## config.mk

```make
export PLATFORM = sky130hd
export DESIGN_NAME = cache_traffic_gen_flat
export DESIGN_NICKNAME = d
export VERILOG_FILES = /design/src/rtl/cache_tg_pkg.sv /design/src/rtl/cache_tg_if.sv /design/src/rtl/tg_addr_gen.sv /design/src/rtl/cache_traffic_gen.sv /design/src/flat_wrapper.sv
export SDC_FILE = /design/constraint.sdc
export NUM_CORES = 1
export LEC_CHECK = 0
export CORE_ASPECT_RATIO = 1.2
export CORE_MARGIN = 4
export CORE_UTILIZATION = 58
export DETAILED_ROUTE_END_ITERATION = 10
export GPL_ROUTABILITY_DRIVEN = 1
export HOLD_SLACK_MARGIN = 0.08
export PLACE_DENSITY_LB_ADDON = 0.05
export SYNTH_ARGS = -nofsm -noshare
export SYNTH_HDL_FRONTEND = slang
export SYNTH_SLANG_ARGS = --single-unit
```

## constraint.sdc

```tcl
create_clock -name clk -period 10.6 [get_ports clk]
set_clock_uncertainty 0.05 [all_clocks]
set_input_delay 2.65 -clock clk [delete_from_list [all_inputs] [get_ports clk]]
set_output_delay 2.65 -clock clk [all_outputs]
set_load 0.02 [all_outputs]
```

## src/rtl/cache_tg_pkg.sv

```systemverilog
// Shared types and helpers for the cache traffic generator.
// Address modes, FSM states, LFSR taps and saturating add.
package cache_tg_pkg;

   typedef enum logic [1:0] {
      TG_SEQ    = 2'd0,
      TG_STRIDE = 2'd1,
      TG_LFSR   = 2'd2
   } tg_mode_e;

   typedef enum logic [1:0] {
      ST_IDLE,
      ST_REQ,
      ST_GAP,
      ST_DONE
   } tg_state_e;

   localparam logic [15:0] TG_LFSR_TAPS = 16'hB400;

   // Clamps to the all-ones value of a w-bit counter.
   function automatic logic [63:0] sat_add(
      input logic [63:0] a,
      input logic [63:0] b,
      input int unsigned w
   );
      logic [64:0] s;
      logic [64:0] lim;
      s   = {1'b0, a} + {1'b0, b};
      lim = (65'd1 << w) - 65'd1;
      return (s > lim) ? lim[63:0] : s[63:0];
   endfunction

endpackage

```

## src/rtl/cache_tg_if.sv

```systemverilog
// CPU-side request bus between the traffic generator and L1.
// master = generator, slave = cache.
interface cache_tg_if #(
   parameter int ADDR_WIDTH = 11,
   parameter int DATA_WIDTH = 8
);
   logic [ADDR_WIDTH-1:0] cpu_addr;
   logic [DATA_WIDTH-1:0] cpu_data_in;
   logic [DATA_WIDTH-1:0] cpu_data_out;
   logic                  cpu_read;
   logic                  cpu_write;
   logic                  cpu_ready;
   logic                  l1_hit;

   modport master (
      output cpu_addr, cpu_data_in, cpu_read, cpu_write,
      input  cpu_data_out, cpu_ready, l1_hit
   );

   modport slave (
      input  cpu_addr, cpu_data_in, cpu_read, cpu_write,
      output cpu_data_out, cpu_ready, l1_hit
   );
endinterface

```

## src/rtl/tg_addr_gen.sv

```systemverilog
// Address register for the traffic generator: sequential,
// stride or 16-bit Fibonacci LFSR address sequences.
module tg_addr_gen
   import cache_tg_pkg::*;
#(
   parameter int          ADDR_WIDTH = 11,
   parameter logic [15:0] LFSR_SEED  = 16'hACE1
) (
   input  logic                  clk,
   input  logic                  rst_n,
   input  logic                  load,
   input  logic                  advance,
   input  logic [1:0]            mode,
   input  logic [ADDR_WIDTH-1:0] base_addr,
   input  logic [ADDR_WIDTH-1:0] stride,
   output logic [ADDR_WIDTH-1:0] addr
);

   logic [15:0] lfsr;
   logic [15:0] lfsr_nxt;

   assign lfsr_nxt = {lfsr[14:0], ^(lfsr & TG_LFSR_TAPS)};

   always_ff @(posedge clk or negedge rst_n) begin
      if (!rst_n) begin
         addr <= '0;
         lfsr <= LFSR_SEED;
      end else if (load) begin
         lfsr <= LFSR_SEED;
         addr <= (mode == TG_LFSR) ?
                 LFSR_SEED[ADDR_WIDTH-1:0] : base_addr;
      end else if (advance) begin
         unique case (mode)
            TG_STRIDE: addr <= addr + stride;
            TG_LFSR: begin
               lfsr <= lfsr_nxt;
               addr <= lfsr_nxt[ADDR_WIDTH-1:0];
            end
            default: addr <= addr + 1'b1;
         endcase
      end
   end

endmodule

```

## src/rtl/cache_traffic_gen.sv

```systemverilog
// CPU-side request generator with hit/latency statistics.
// Optional watchdog: define TG_TIMEOUT_EN.
module cache_traffic_gen
   import cache_tg_pkg::*;
#(
   parameter int          ADDR_WIDTH     = 11,
   parameter int          DATA_WIDTH     = 8,
   parameter int          CNT_WIDTH      = 32,
   parameter int          LAT_WIDTH      = 16,
   parameter logic [15:0] LFSR_SEED      = 16'hACE1,
   parameter int          TIMEOUT_CYCLES = 1024
) (
   input  logic                  clk,
   input  logic                  rst_n,
   input  logic                  start,
   input  logic                  abort,
   input  logic [1:0]            mode,
   input  logic [ADDR_WIDTH-1:0] base_addr,
   input  logic [ADDR_WIDTH-1:0] stride,
   input  logic [CNT_WIDTH-1:0]  num_reqs,
   input  logic [7:0]            wr_period,
   cache_tg_if.master            cpu,
   output logic                  busy,
   output logic                  done,
   output logic [CNT_WIDTH-1:0]  req_cnt,
   output logic [CNT_WIDTH-1:0]  hit_cnt,
   output logic [CNT_WIDTH-1:0]  lat_sum,
   output logic [LAT_WIDTH-1:0]  lat_max,
   output logic                  timeout
);

`ifdef TG_TIMEOUT_EN
   localparam bit WD_EN = 1'b1;
`else
   localparam bit WD_EN = 1'b0;
`endif

   tg_state_e            state;
   logic [1:0]           mode_q;
   logic [7:0]           wrp_q;
   logic [7:0]           wcnt;
   logic [CNT_WIDTH-1:0] num_q;
   logic [LAT_WIDTH-1:0] lat;
   logic                 abort_q;

   logic                 launch;
   logic                 accept;
   logic                 fin;
   logic                 go_req;
   logic                 fire;
   logic                 is_wr;
   logic [CNT_WIDTH-1:0] idx;
   logic [7:0]           wbase;
   logic [7:0]           wsel;
   logic [7:0]           wnext;
   logic [1:0]           gen_mode;

   // Issue fields are computed for whichever request is launched next.
   always_comb begin
      launch   = (state == ST_IDLE || state == ST_DONE) && start;
      accept   = (state == ST_REQ) && cpu.cpu_ready;
      fin      = (req_cnt == num_q) || abort_q || abort;
      go_req   = (launch && num_reqs != '0) ||
                 (state == ST_GAP && !fin);
      fire     = WD_EN && (lat == LAT_WIDTH'(TIMEOUT_CYCLES));
      idx      = (state == ST_GAP) ? req_cnt + 1'b1
                                   : CNT_WIDTH'(1);
      wbase    = (state == ST_GAP) ? wcnt : 8'd0;
      wsel     = (state == ST_GAP) ? wrp_q : wr_period;
      wnext    = (wbase + 8'd1 == wsel) ? 8'd0 : wbase + 8'd1;
      is_wr    = (wsel != 8'd0) && (wnext == 8'd0);
      gen_mode = launch ? mode : mode_q;
   end

   tg_addr_gen #(
      .ADDR_WIDTH (ADDR_WIDTH),
      .LFSR_SEED  (LFSR_SEED)
   ) u_addr (
      .clk       (clk),
      .rst_n     (rst_n),
      .load      (launch),
      .advance   (accept),
      .mode      (gen_mode),
      .base_addr (base_addr),
      .stride    (stride),
      .addr      (cpu.cpu_addr)
   );

   always_ff @(posedge clk or negedge rst_n) begin
      if (!rst_n) begin
         state           <= ST_IDLE;
         cpu.cpu_read    <= 1'b0;
         cpu.cpu_write   <= 1'b0;
         cpu.cpu_data_in <= '0;
         busy            <= 1'b0;
         done            <= 1'b0;
         req_cnt         <= '0;
         hit_cnt         <= '0;
         lat_sum         <= '0;
         lat_max         <= '0;
         lat             <= '0;
         wcnt            <= '0;
         mode_q          <= '0;
         wrp_q           <= '0;
         num_q           <= '0;
         abort_q         <= 1'b0;
      end else begin
         unique case (state)
            ST_IDLE, ST_DONE: begin
               if (start) begin
                  req_cnt <= '0;
                  hit_cnt <= '0;
                  lat_sum <= '0;
                  lat_max <= '0;
                  abort_q <= 1'b0;
                  mode_q  <= mode;
                  wrp_q   <= wr_period;
                  num_q   <= num_reqs;
                  state   <= ST_DONE;
                  done    <= 1'b1;
               end
            end
            ST_REQ: begin
               if (abort) abort_q <= 1'b1;
               if (accept) begin
                  req_cnt <= req_cnt + 1'b1;
                  if (cpu.l1_hit) hit_cnt <= hit_cnt + 1'b1;
                  lat_sum <= CNT_WIDTH'(sat_add(64'(lat_sum),
                             64'(lat), CNT_WIDTH));
                  if (lat > lat_max) lat_max <= lat;
                  cpu.cpu_read  <= 1'b0;
                  cpu.cpu_write <= 1'b0;
                  state         <= ST_GAP;
               end else if (fire) begin
                  cpu.cpu_read  <= 1'b0;
                  cpu.cpu_write <= 1'b0;
                  state         <= ST_DONE;
                  busy          <= 1'b0;
                  done          <= 1'b1;
               end else if (lat != '1) begin
                  lat <= lat + 1'b1;
               end
            end
            ST_GAP: begin
               if (fin) begin
                  state <= ST_DONE;
                  busy  <= 1'b0;
                  done  <= 1'b1;
               end
            end
            default: state <= ST_IDLE;
         endcase
         if (go_req) begin
            cpu.cpu_read    <= !is_wr;
            cpu.cpu_write   <= is_wr;
            cpu.cpu_data_in <= idx[DATA_WIDTH-1:0];
            wcnt            <= wnext;
            lat             <= LAT_WIDTH'(1);
            state           <= ST_REQ;
            busy            <= 1'b1;
            done            <= 1'b0;
         end
      end
   end

`ifdef TG_TIMEOUT_EN
   always_ff @(posedge clk or negedge rst_n) begin
      if (!rst_n) timeout <= 1'b0;
      else if (launch) timeout <= 1'b0;
      else if (state == ST_REQ && !accept && fire) timeout <= 1'b1;
   end
`else
   assign timeout = 1'b0;
`endif

endmodule
```

## src/flat_wrapper.sv

```systemverilog
// flat-port wrapper written by rule: the top's interface ports become plain ports
module cache_traffic_gen_flat import cache_tg_pkg::*;
#(
   parameter int          ADDR_WIDTH     = 11,
   parameter int          DATA_WIDTH     = 8,
   parameter int          CNT_WIDTH      = 32,
   parameter int          LAT_WIDTH      = 16,
   parameter logic [15:0] LFSR_SEED      = 16'hACE1,
   parameter int          TIMEOUT_CYCLES = 1024
)
  (clk, rst_n, start, abort, mode, base_addr, stride, num_reqs, wr_period, busy, done, req_cnt, hit_cnt, lat_sum, lat_max, timeout, cpu_cpu_addr, cpu_cpu_data_in, cpu_cpu_read, cpu_cpu_write, cpu_cpu_data_out, cpu_cpu_ready, cpu_l1_hit);
  cache_tg_if #(.ADDR_WIDTH(ADDR_WIDTH), .DATA_WIDTH(DATA_WIDTH)) cpu_i ();
  input  logic clk;
  input  logic rst_n;
  input  logic start;
  input  logic abort;
  input  logic [1:0] mode;
  input  logic [ADDR_WIDTH-1:0] base_addr;
  input  logic [ADDR_WIDTH-1:0] stride;
  input  logic [CNT_WIDTH-1:0] num_reqs;
  input  logic [7:0] wr_period;
  output logic busy;
  output logic done;
  output logic [CNT_WIDTH-1:0] req_cnt;
  output logic [CNT_WIDTH-1:0] hit_cnt;
  output logic [CNT_WIDTH-1:0] lat_sum;
  output logic [LAT_WIDTH-1:0] lat_max;
  output logic timeout;
  output wire logic [$bits(cpu_i.cpu_addr)-1:0] cpu_cpu_addr;
  output wire logic [$bits(cpu_i.cpu_data_in)-1:0] cpu_cpu_data_in;
  output wire logic [$bits(cpu_i.cpu_read)-1:0] cpu_cpu_read;
  output wire logic [$bits(cpu_i.cpu_write)-1:0] cpu_cpu_write;
  input wire logic [$bits(cpu_i.cpu_data_out)-1:0] cpu_cpu_data_out;
  input wire logic [$bits(cpu_i.cpu_ready)-1:0] cpu_cpu_ready;
  input wire logic [$bits(cpu_i.l1_hit)-1:0] cpu_l1_hit;
  assign cpu_cpu_addr = cpu_i.cpu_addr;
  assign cpu_cpu_data_in = cpu_i.cpu_data_in;
  assign cpu_cpu_read = cpu_i.cpu_read;
  assign cpu_cpu_write = cpu_i.cpu_write;
  assign cpu_i.cpu_data_out = cpu_cpu_data_out;
  assign cpu_i.cpu_ready = cpu_cpu_ready;
  assign cpu_i.l1_hit = cpu_l1_hit;
  cache_traffic_gen #(.ADDR_WIDTH(ADDR_WIDTH), .DATA_WIDTH(DATA_WIDTH), .CNT_WIDTH(CNT_WIDTH), .LAT_WIDTH(LAT_WIDTH), .LFSR_SEED(LFSR_SEED), .TIMEOUT_CYCLES(TIMEOUT_CYCLES)) u_core (.clk(clk), .rst_n(rst_n), .start(start), .abort(abort), .mode(mode), .base_addr(base_addr), .stride(stride), .num_reqs(num_reqs), .wr_period(wr_period), .cpu(cpu_i), .busy(busy), .done(done), .req_cnt(req_cnt), .hit_cnt(hit_cnt), .lat_sum(lat_sum), .lat_max(lat_max), .timeout(timeout));
endmodule
```

==> results.ini, run 1 <==
[drt]
first_iter_violations=594
ant_nets=0
route.detailed.wl_per_inst_um=18.19
dr.pass1.iters=6
drc=0
wirelength_mm=34.52
viasPerCell=5.925
vias=11250

[yosys]
synth_edf_count=0
syn_area_um2=12700
yosysUniqueCellTypes=79
synth.area.top_cells=dfrtp_1 42%, nand2_1 7.4%, xor2_1 5.0%
synth_most_common_cell=nand2_1
synth-seq-area-share=0.4343
synth_commonest_cells=250 x nand2_1, 212 x dfrtp_1, 131 x nor2_1, 73 x xor2_1, 71 x o21ai_0
synth_ff_type=dfrtp_1
syn_inst=1426
synthArstFlopShare=1.000
yosysTopAreaCell=dfrtp_1
yosys_register_bits=220
synthesis.nets=1555
synth_top_area_frac=0.4178
synth_area_per_cell_um2=8.905
yosysWarnings=0

[critical_path]
cp-end-kind=flip-flop
critPathMaxFanout=57
crit_buf_inv=3
reg2reg_to=u_core.u_addr.addr[9]
path_cells=clkdlybuf4s50_1 > and2_2 > buf_4 > nand3b_1 > o31ai_1 > nand2_1 > inv_1 > ha_1 > a21o_1 > a21oi_1 > o21ai_0 > o211ai_1 > o21ai_0 > xor2_1 > a221o_1
cp_slowest_cell=clkdlybuf4s50_1
r2r-start=u_core.state[0]
critPathLaunchType=input pin
path_class=input pin to flip-flop
timing.critical_path.mode_cell=o21ai_0
r2r.worst_path.cells=16
critPathTopFamily=compound AO/OA/AOI/OAI gates
cp.required_ns=10.95
crit_arrival_ns=6.68
cpPeakStageDelay_ns=0.67
r2r_slack_ns=6.15

[pwr]
p_switching_mw=1.304
ir_worst_vdd_mv=0.1692
comb_power_share=0.397
power_frac_seq=0.349
clockPowerShare=0.254
power.density_nw_per_um2=209.0
swShare=0.3971
p_int_mw=1.980
power_mw=3.285
leakagePower_nw=7.004

[die]
io_pins=214
die_area_um2=24340
start_util=0.5871
die-height_um=170.1
dieWidth_um=143.1
rows=59
coreArea_um2=21630

[global_route]
grt_max_degree=102
grt_antenna_before_repair=2
grt_use_total=0.2804
grt_pass1_wl_mm=55.59
grt_pass1_vias=10990
overflow=0

[cts]
ctsResizeCount=0
ctsRootBufferMaster=clkbuf_16
cts_made_buffers=24
insertion_delay_ns=0.52
h-tree-depth=1
hold_buffers=0
cts_setup_buffers=0
clock_path_buffers=3
cts_sinks=220
path_clk_slew_ns=0.06
cts_tree=done

[sta]
final.min_clock_period_ns=6.334
worst_slew_pin_slew_ns=0.9851
setup_viol=0
rsz0062_at_grt=false
tns_ns=0
slew_viol_final=0
timing.slew.headroom=0.3377
hold_viol=0
layout_setup_ws_ns=4.266
fin_crit_sh=0.5976
timing.fmax_mhz=157.9

[place]
place_hpwl_mm=24.91
dp_cells=1856
pre_cts_ws_ns=3.760
gp_congestion=0.8947
port_buffers=204

[min_path]
whs_path_depth=1
hp-class=flip-flop to flip-flop
hp-start=u_core.busy
hold_end=u_core.busy

[finish]
n_antenna_cell=0
synthToLayoutAreaGrowth_pct=23.77
nets=1737
fillers=1657
drive_above_1_share=0.05111
layout.core_utilization=0.7266
finalNonFillerCells=1898

[run]
cap_viol_max_count=0

[run_status]
status=completed

[power by group through the flow]
stage / registers, mW / clock network [mW] / logic, mW
6_report: 1.15 / 0.835 / 1.30
5_1_grt: 1.16 / 0.885 / 1.45
4_1_cts: 1.14 / 0.850 / 1.30
3_5_place_dp: 1.15 / 0 / 1.29
3_3_place_gp: 1.15 / 0 / 1.26
2_1_floorplan: 1.17 / 0 / 0.860
[stage by stage]
| step | hold slack (ns) | cell area, um2 |
|---|---|---|
| 6_report | 0.4296 | 15720 |
| 5_1_grt | 0.4696 | 15720 |
| 4_1_cts | 0.4336 | 15710 |
| 3_5_place_dp | 0.4199 | 14930 |
| 3_3_place_gp | 0.4140 | 14930 |
| 2_1_floorplan | 0.4121 | 12700 |
[placed cells by master, fill, tap and decap left out, types with 5 or more instances in the layout]
cell type / instances
clkbuf_16: 24
nand4_1: 27
xor2_1: 73
xnor2_1: 58
and2_1: 16
o21ai_0: 71
and3_1: 24
nor4_1: 24
o211ai_1: 20
dfrtp_1: 212
or4_1: 7
o22a_1: 5
dfstp_2: 8
o32ai_1: 18
a211oi_1: 5
o22ai_1: 8
nor2_1: 129
clkdlybuf4s50_1: 203
inv_1: 66
or3_1: 17
a31oi_1: 13
a22o_1: 6
clkinv_2: 5
nor3_1: 17
a22oi_1: 5
buf_4: 9
and4_1: 8
a21oi_1: 53
clkbuf_1: 5
nand3_1: 61
nand2_1: 249
o21a_1: 6
nor2b_1: 9
ha_1: 49
nand2b_1: 9
mux2i_1: 6
a21o_1: 18
[flip-flops by register name, summed over array words and instances, names as in the netlist, 11 cells and up]
signal and cells:
u_core.lat 16, u_core.u_addr.addr 11, u_core.lat_sum 32, u_core.u_addr.lfsr 16, u_core.num_q 32, u_core.hit_cnt 32
u_core.lat_max 16, u_core.req_cnt 32
[final cells by class]
cell class	instances	area, um2	area share
Clock inverter	9	108.9	0.006926
Sequential cell	220	5515	0.3509
Timing Repair Buffer	213	2115	0.1345
Inverter	67	251.5	0.01600
Tap cell	274	342.8	0.02181
Multi-Input combinational cell	1082	6709	0.4269
Clock buffer	33	674.4	0.04291
[worst max path at each step]
stage                      from                     end  slack, ns  cells after the start
after global routing      start  u_core.u_addr.addr[10]       3.95                     14
after CTS                 start   u_core.u_addr.addr[9]       4.27                     15
after floorplan           start   u_core.u_addr.addr[9]       5.29                     14
after global placement    start   u_core.u_addr.addr[9]       3.86                     15
after detailed placement  start   u_core.u_addr.addr[9]       3.76                     15
final                     start   u_core.u_addr.addr[9]       4.27                     15
[per-layer routing]
| metal | GRT usage | vias to the layer above | part of all wire |
|---|---|---|---|
| li1 | - | 5347 | - |
| met1 | 0.3544 | 5426 | 0.40 |
| met2 | 0.4824 | 388 | 0.50 |
| met3 | 0.05340 | 80 | 0.075 |
| met4 | 0.09673 | 4 | 0.034 |
| met5 | 0 | - | 0.00052 |
[kinds of logic after synthesis]
logic type	Yosys count	share of synthesized area
simple gates	615	0.2266
compound gates	271	0.1450
flops	220	0.4343
xor+xnor	132	0.09223
buf+inv	124	0.03892
fa+ha+maj	51	0.05143
mux	12	0.01113
other cells	1	0.0002953
Note: power is estimated with default switching activity, not from simulation.
==> run 2, diff against run 1 <==
Settings changed: CORE_UTILIZATION 58 to 49.
Clock period 10.6 ns to 5.3 ns, I/O delays scaled along.
==> run 2 against run 1 <==
Effect of this change: register-to-register slack worse by 4.7 ns; routed wire length is 3.6% higher; first-iteration DRC count is 3.0% lower; combinational power is 110% higher; sequential cell count stayed put; final area is 1.2% higher; global-route usage is 3.4 points lower; clock-buffer cell count is 2 higher; critical path depth stayed put; sequential share of layout area is 0.43 points lower; total power is 110% higher; non-clock buffer count is 8 higher; largest cell class unchanged.
==> results.ini, run 2 (synthesis gave the netlist of run 1 again) <==
[run_status]
status=completed

[sta]
fin_crit_sh=0.7775
timing.slew.headroom=0.3637
slew_viol_final=0
rsz0062_at_grt=false
tns_ns=0
timing.fmax_mhz=242.7
hold_viol=0
hold_slack_ns=0.4411
setup_viol=0
worst_slew_pin_slew_ns=0.9544
layout_setup_ws_ns=1.179
final.min_clock_period_ns=4.121

[pwr]
power_frac_seq=0.341
p_int_mw=4.075
comb_power_share=0.397
clockPowerShare=0.262
ir_worst_vdd_mv=0.3607
p_switching_mw=2.659
swShare=0.3949
power.density_nw_per_um2=423.3
leakagePower_nw=7.077

[global_route]
grtUsageMet1=0.3160
grt_use_met3=0.04274
use_met2=0.4343
top_usage_layer=met2
grt_pass1_vias=10920
grt_use_total=0.2467
grt_pass1_wl_mm=57.56
overflow=0
grt_max_degree=106
grt_antenna_before_repair=1

[place]
placed_area_um2=15080
pre_cts_ws_ns=0.6270
port_buffers=204
gp_congestion=0.9489
dp_cells=1920
place_hpwl_mm=25.97

[cts]
cts_setup_buffers=0
cts_tree=done
hold_buffers=0
h-tree-depth=1
ctsResizeCount=0
cts_sinks=220
clock_path_buffers=3
path_clk_slew_ns=0.06
cts_made_buffers=25
ctsRootBufferMaster=clkbuf_16
insertion_delay_ns=0.52

[finish]
finalNonFillerCells=1966
final_cell_mix=249 x nand2_1, 212 x dfrtp_1, 203 x clkdlybuf4s50_1
nets=1746
synthToLayoutAreaGrowth_pct=25.28
drive_above_1_share=0.05623
n_antenna_cell=0
final_common_cell=nand2_1
postLayoutCellArea_um2=15910

[drt]
drc=0
dr.pass1.iters=5
first_iter_violations=576
ant_nets=0
wirelength_mm=35.77
vias=11010
route.detailed.wl_per_inst_um=18.19
viasPerCell=5.600

[critical_path]
critPathLaunchType=input pin
cp_slowest_cell=clkdlybuf4s50_1
cp.required_ns=5.67
cpPeakStageDelay_ns=0.41
crit_arrival_ns=4.49
critPathMaxFanout=13
path_class=input pin to flip-flop
timing.critical_path.mode_cell=a31oi_1
path_cells=clkdlybuf4s50_1 > and2_2 > o31ai_1 > buf_4 > nand2b_1 > ha_1 > inv_1 > fa_1 > nor2b_1 > o21ai_0 > a21o_1 > a31oi_1 > a31oi_1 > xnor2_1 > a221oi_1
cp-end-kind=flip-flop

[die]
die-height_um=184.3
coreArea_um2=25540
die_area_um2=28570
dieWidth_um=155.0
start_util=0.4971
rows=64
io_pins=214

[min_path]
hp-class=flip-flop to flip-flop

[run]
cap_viol_max_count=0

run 2: layout make-up:
cell class,instances,area [um2]
Timing Repair Buffer,221,2200
Sequential cell,220,5515
Clock inverter,11,133.9
Tap cell,330,412.9
Inverter,67,251.5
Multi-Input combinational cell,1082,6703
Clock buffer,35,693.2
Fill cell,2218,9635
run 2: power groups by stage:
stage	Sequential, mW	Clock (mW)	Combinational (mW)
floorplan	2.35	0	1.72
global placement	2.32	0	2.63
detailed placement	2.32	0	2.68
CTS	2.30	1.80	2.69
global route	2.33	1.87	2.97
finish	2.30	1.76	2.67
run 2: per-layer routing:
metal	wire length [um]	up-vias	part of all wire
li1	-	5368	-
met1	14940	5312	0.42
met2	18000	273	0.50
met3	2004	54	0.056
met4	810	2	0.023
met5	11	-	0.00031
run 2: metrics by stage:
stage,power [mW],util
after floorplan,4.067,-
after global placement,4.947,0.5904
after detailed placement,4.997,0.5904
after CTS,6.785,0.6228
after global routing,7.179,0.6228
final,6.735,0.6228
run 2: worst max-delay path: cells and delay by family:
| kind | cells | cell delay [ns] |
|---|---|---|
| compound gates | 6 | 1.55 |
| xor+xnor | 1 | 0.10 |
| fa+ha+maj | 2 | 0.39 |
| buf+inv | 3 | 0.70 |
| simple gates | 3 | 0.40 |
run 2: path summary, 6_finish.rpt:
check | cells after the start | slack (ns) | from | end
setup / recovery | 15 | 1.18 | start | u_core.u_addr.addr[10]
hold / removal | 2 | 0.44 | u_core.num_q[4] | u_core.num_q[4]
setup reg to reg | 16 | 1.45 | u_core.state[0] | u_core.u_addr.addr[10]
hold reg to reg | 2 | 0.44 | u_core.num_q[4] | u_core.num_q[4]
max in group asynchronous | 2 | 3.34 | rst_n | u_core.wrp_q[3]
min in group asynchronous | 1 | 0.80 | rst_n | u_core.lat_sum[7]
==> run 3, diff against run 2 <==
Settings changed: CORE_UTILIZATION 49 to 54.
Clock period 5.3 ns to 4.2 ns, I/O delays scaled along.
==> run 3 against run 2 <==
Effect of this change: sequential share of layout area down 0.21 points; clock-buffer cell count rose by 1; routed wire length decreased by 1.9%; first-iteration DRC count increased by 2.1%; total power is 26% higher; utilization is 6.7 points higher; sequential cell count unchanged; clock power rose by 20%; sequential power increased by 27%; die area decreased by 8.8%; register-to-register slack lost 0.76 ns; global-route usage rose by 2.1 points.
==> results.ini, run 3 (synthesis gave the netlist of run 1 again) <==
[die]
dieWidth_um=148.0
start_util=0.5473
io_pins=214
die_area_um2=26040
coreArea_um2=23200
rows=61
die-height_um=176.0

[cts]
cts_setup_buffers=0
h-tree-depth=1
cts_tree=done
cts_sinks=220
insertion_delay_ns=0.52
ctsResizeCount=0
path_clk_slew_ns=0.06
hold_buffers=0
ctsRootBufferMaster=clkbuf_16
cts_made_buffers=25
clock_path_buffers=3

[sta]
layout_setup_ws_ns=0.6014
hold_viol=0
tns_ns=0
final.min_clock_period_ns=3.599
fin_crit_sh=0.8568
setup_viol=0
worst_slew_pin_slew_ns=0.9390
slew_viol_final=0
timing.slew.headroom=0.3740
timing.fmax_mhz=277.9
rsz0062_at_grt=false

[min_path]
hp-class=flip-flop to flip-flop

[finish]
synthToLayoutAreaGrowth_pct=26.05
seq_area_um2=5515
n_antenna_cell=0
postLayoutCellArea_um2=16010
drive_above_1_share=0.06606
fillers=1961
nets=1764
layout.core_utilization=0.6899
final_cell_mix=249 x nand2_1, 212 x dfrtp_1, 203 x clkdlybuf4s50_1
final_common_cell=nand2_1
multi_input_area_um2=6703

[global_route]
grt_use_total=0.2675
overflow=0
grt_max_degree=98
grt_pass1_wl_mm=57.00
grt_pass1_vias=10900
grt_antenna_before_repair=1

[place]
placed_area_um2=15210
pre_cts_ws_ns=0.01014
port_buffers=204
place_hpwl_mm=26.08
gp_congestion=0.9120

[critical_path]
path_class=input pin to flip-flop
critPathLaunchType=input pin
cp-end-kind=flip-flop
cp.required_ns=4.57
crit_arrival_ns=3.97
critPathMaxFanout=4

[drt]
dr.pass1.iters=5
viasPerCell=5.731
route.detailed.wl_per_inst_um=17.85
vias=11260
drc=0
first_iter_violations=588
wirelength_mm=35.07
ant_nets=0

[pwr]
power.density_nw_per_um2=530.8
leakagePower_nw=7.157
power_mw=8.497
ir_worst_vdd_mv=0.5832

[run_status]
status=completed

[run]
cap_viol_max_count=0

==> run 3: path summary, 6_finish.rpt <==
check	to	from	cells after the start	slack (ns)
worst max register to register	u_core.lat_sum[3]	u_core.lat[0]	10	0.69
worst max-delay path	u_core.u_addr.addr[10]	start	16	0.60
worst min-delay path	u_core.busy	u_core.busy	1	0.44
max in group asynchronous	u_core.u_addr.lfsr[0]	rst_n	2	2.73
worst min register to register	u_core.busy	u_core.busy	1	0.44
min in group asynchronous	u_core.lat_sum[7]	rst_n	1	0.49
==> run 3: power breakdown <==
group / total (mW) / switching [mW] / internal (mW) / leakage [nW]
Combinational: 3.47 / 2.12 / 1.35 / 3.85
Sequential: 2.91 / 0.372 / 2.53 / 2.91
Clock: 2.12 / 0.853 / 1.27 / 0.397
Total: 8.50 / 3.34 / 5.15 / 7.16
==> run 3: area by class of cell <==
cell class	instances	share of cell area
multi-input cells	1082	0.4187
flip-flops and latches	220	0.3446
repair buffers	239	0.1466
clock buffers	36	0.04604
well taps	315	0.02462
inverters	67	0.01571
clock inverters	6	0.003674
==> run 3: critical path, cell delays in order <==
cell and delay, ns:
clkdlybuf4s50_1 0.42, and2_2 0.24, nand3b_1 0.08, o31ai_1 0.06, buf_4 0.14, nand2b_1 0.06, ha_1 0.16, inv_1 0.05
fa_1 0.37, nor2b_1 0.14, o21ai_0 0.14, a21o_1 0.24, a31oi_1 0.22, a31oi_1 0.16, xnor2_1 0.15, a221oi_1 0.28
==> run 3: metal layers <==
layer / part of all wire / vias up / GRT usage
met2: 0.50 / 335 / 0.4639
met3: 0.063 / 61 / 0.04493
met4: 0.026 / 2 / 0.07932
li1: - / 5394 / -
met5: 0.00037 / - / 0
met1: 0.41 / 5470 / 0.3455
==> run 3: metrics by stage <==
step                std cells  hold slack (ns)
global route             1965           0.4758
CTS                      1965           0.4460
finish                   1965           0.4353
detailed placement       1923           0.4270
floorplan                1426           0.4121
global placement         1923           0.4141
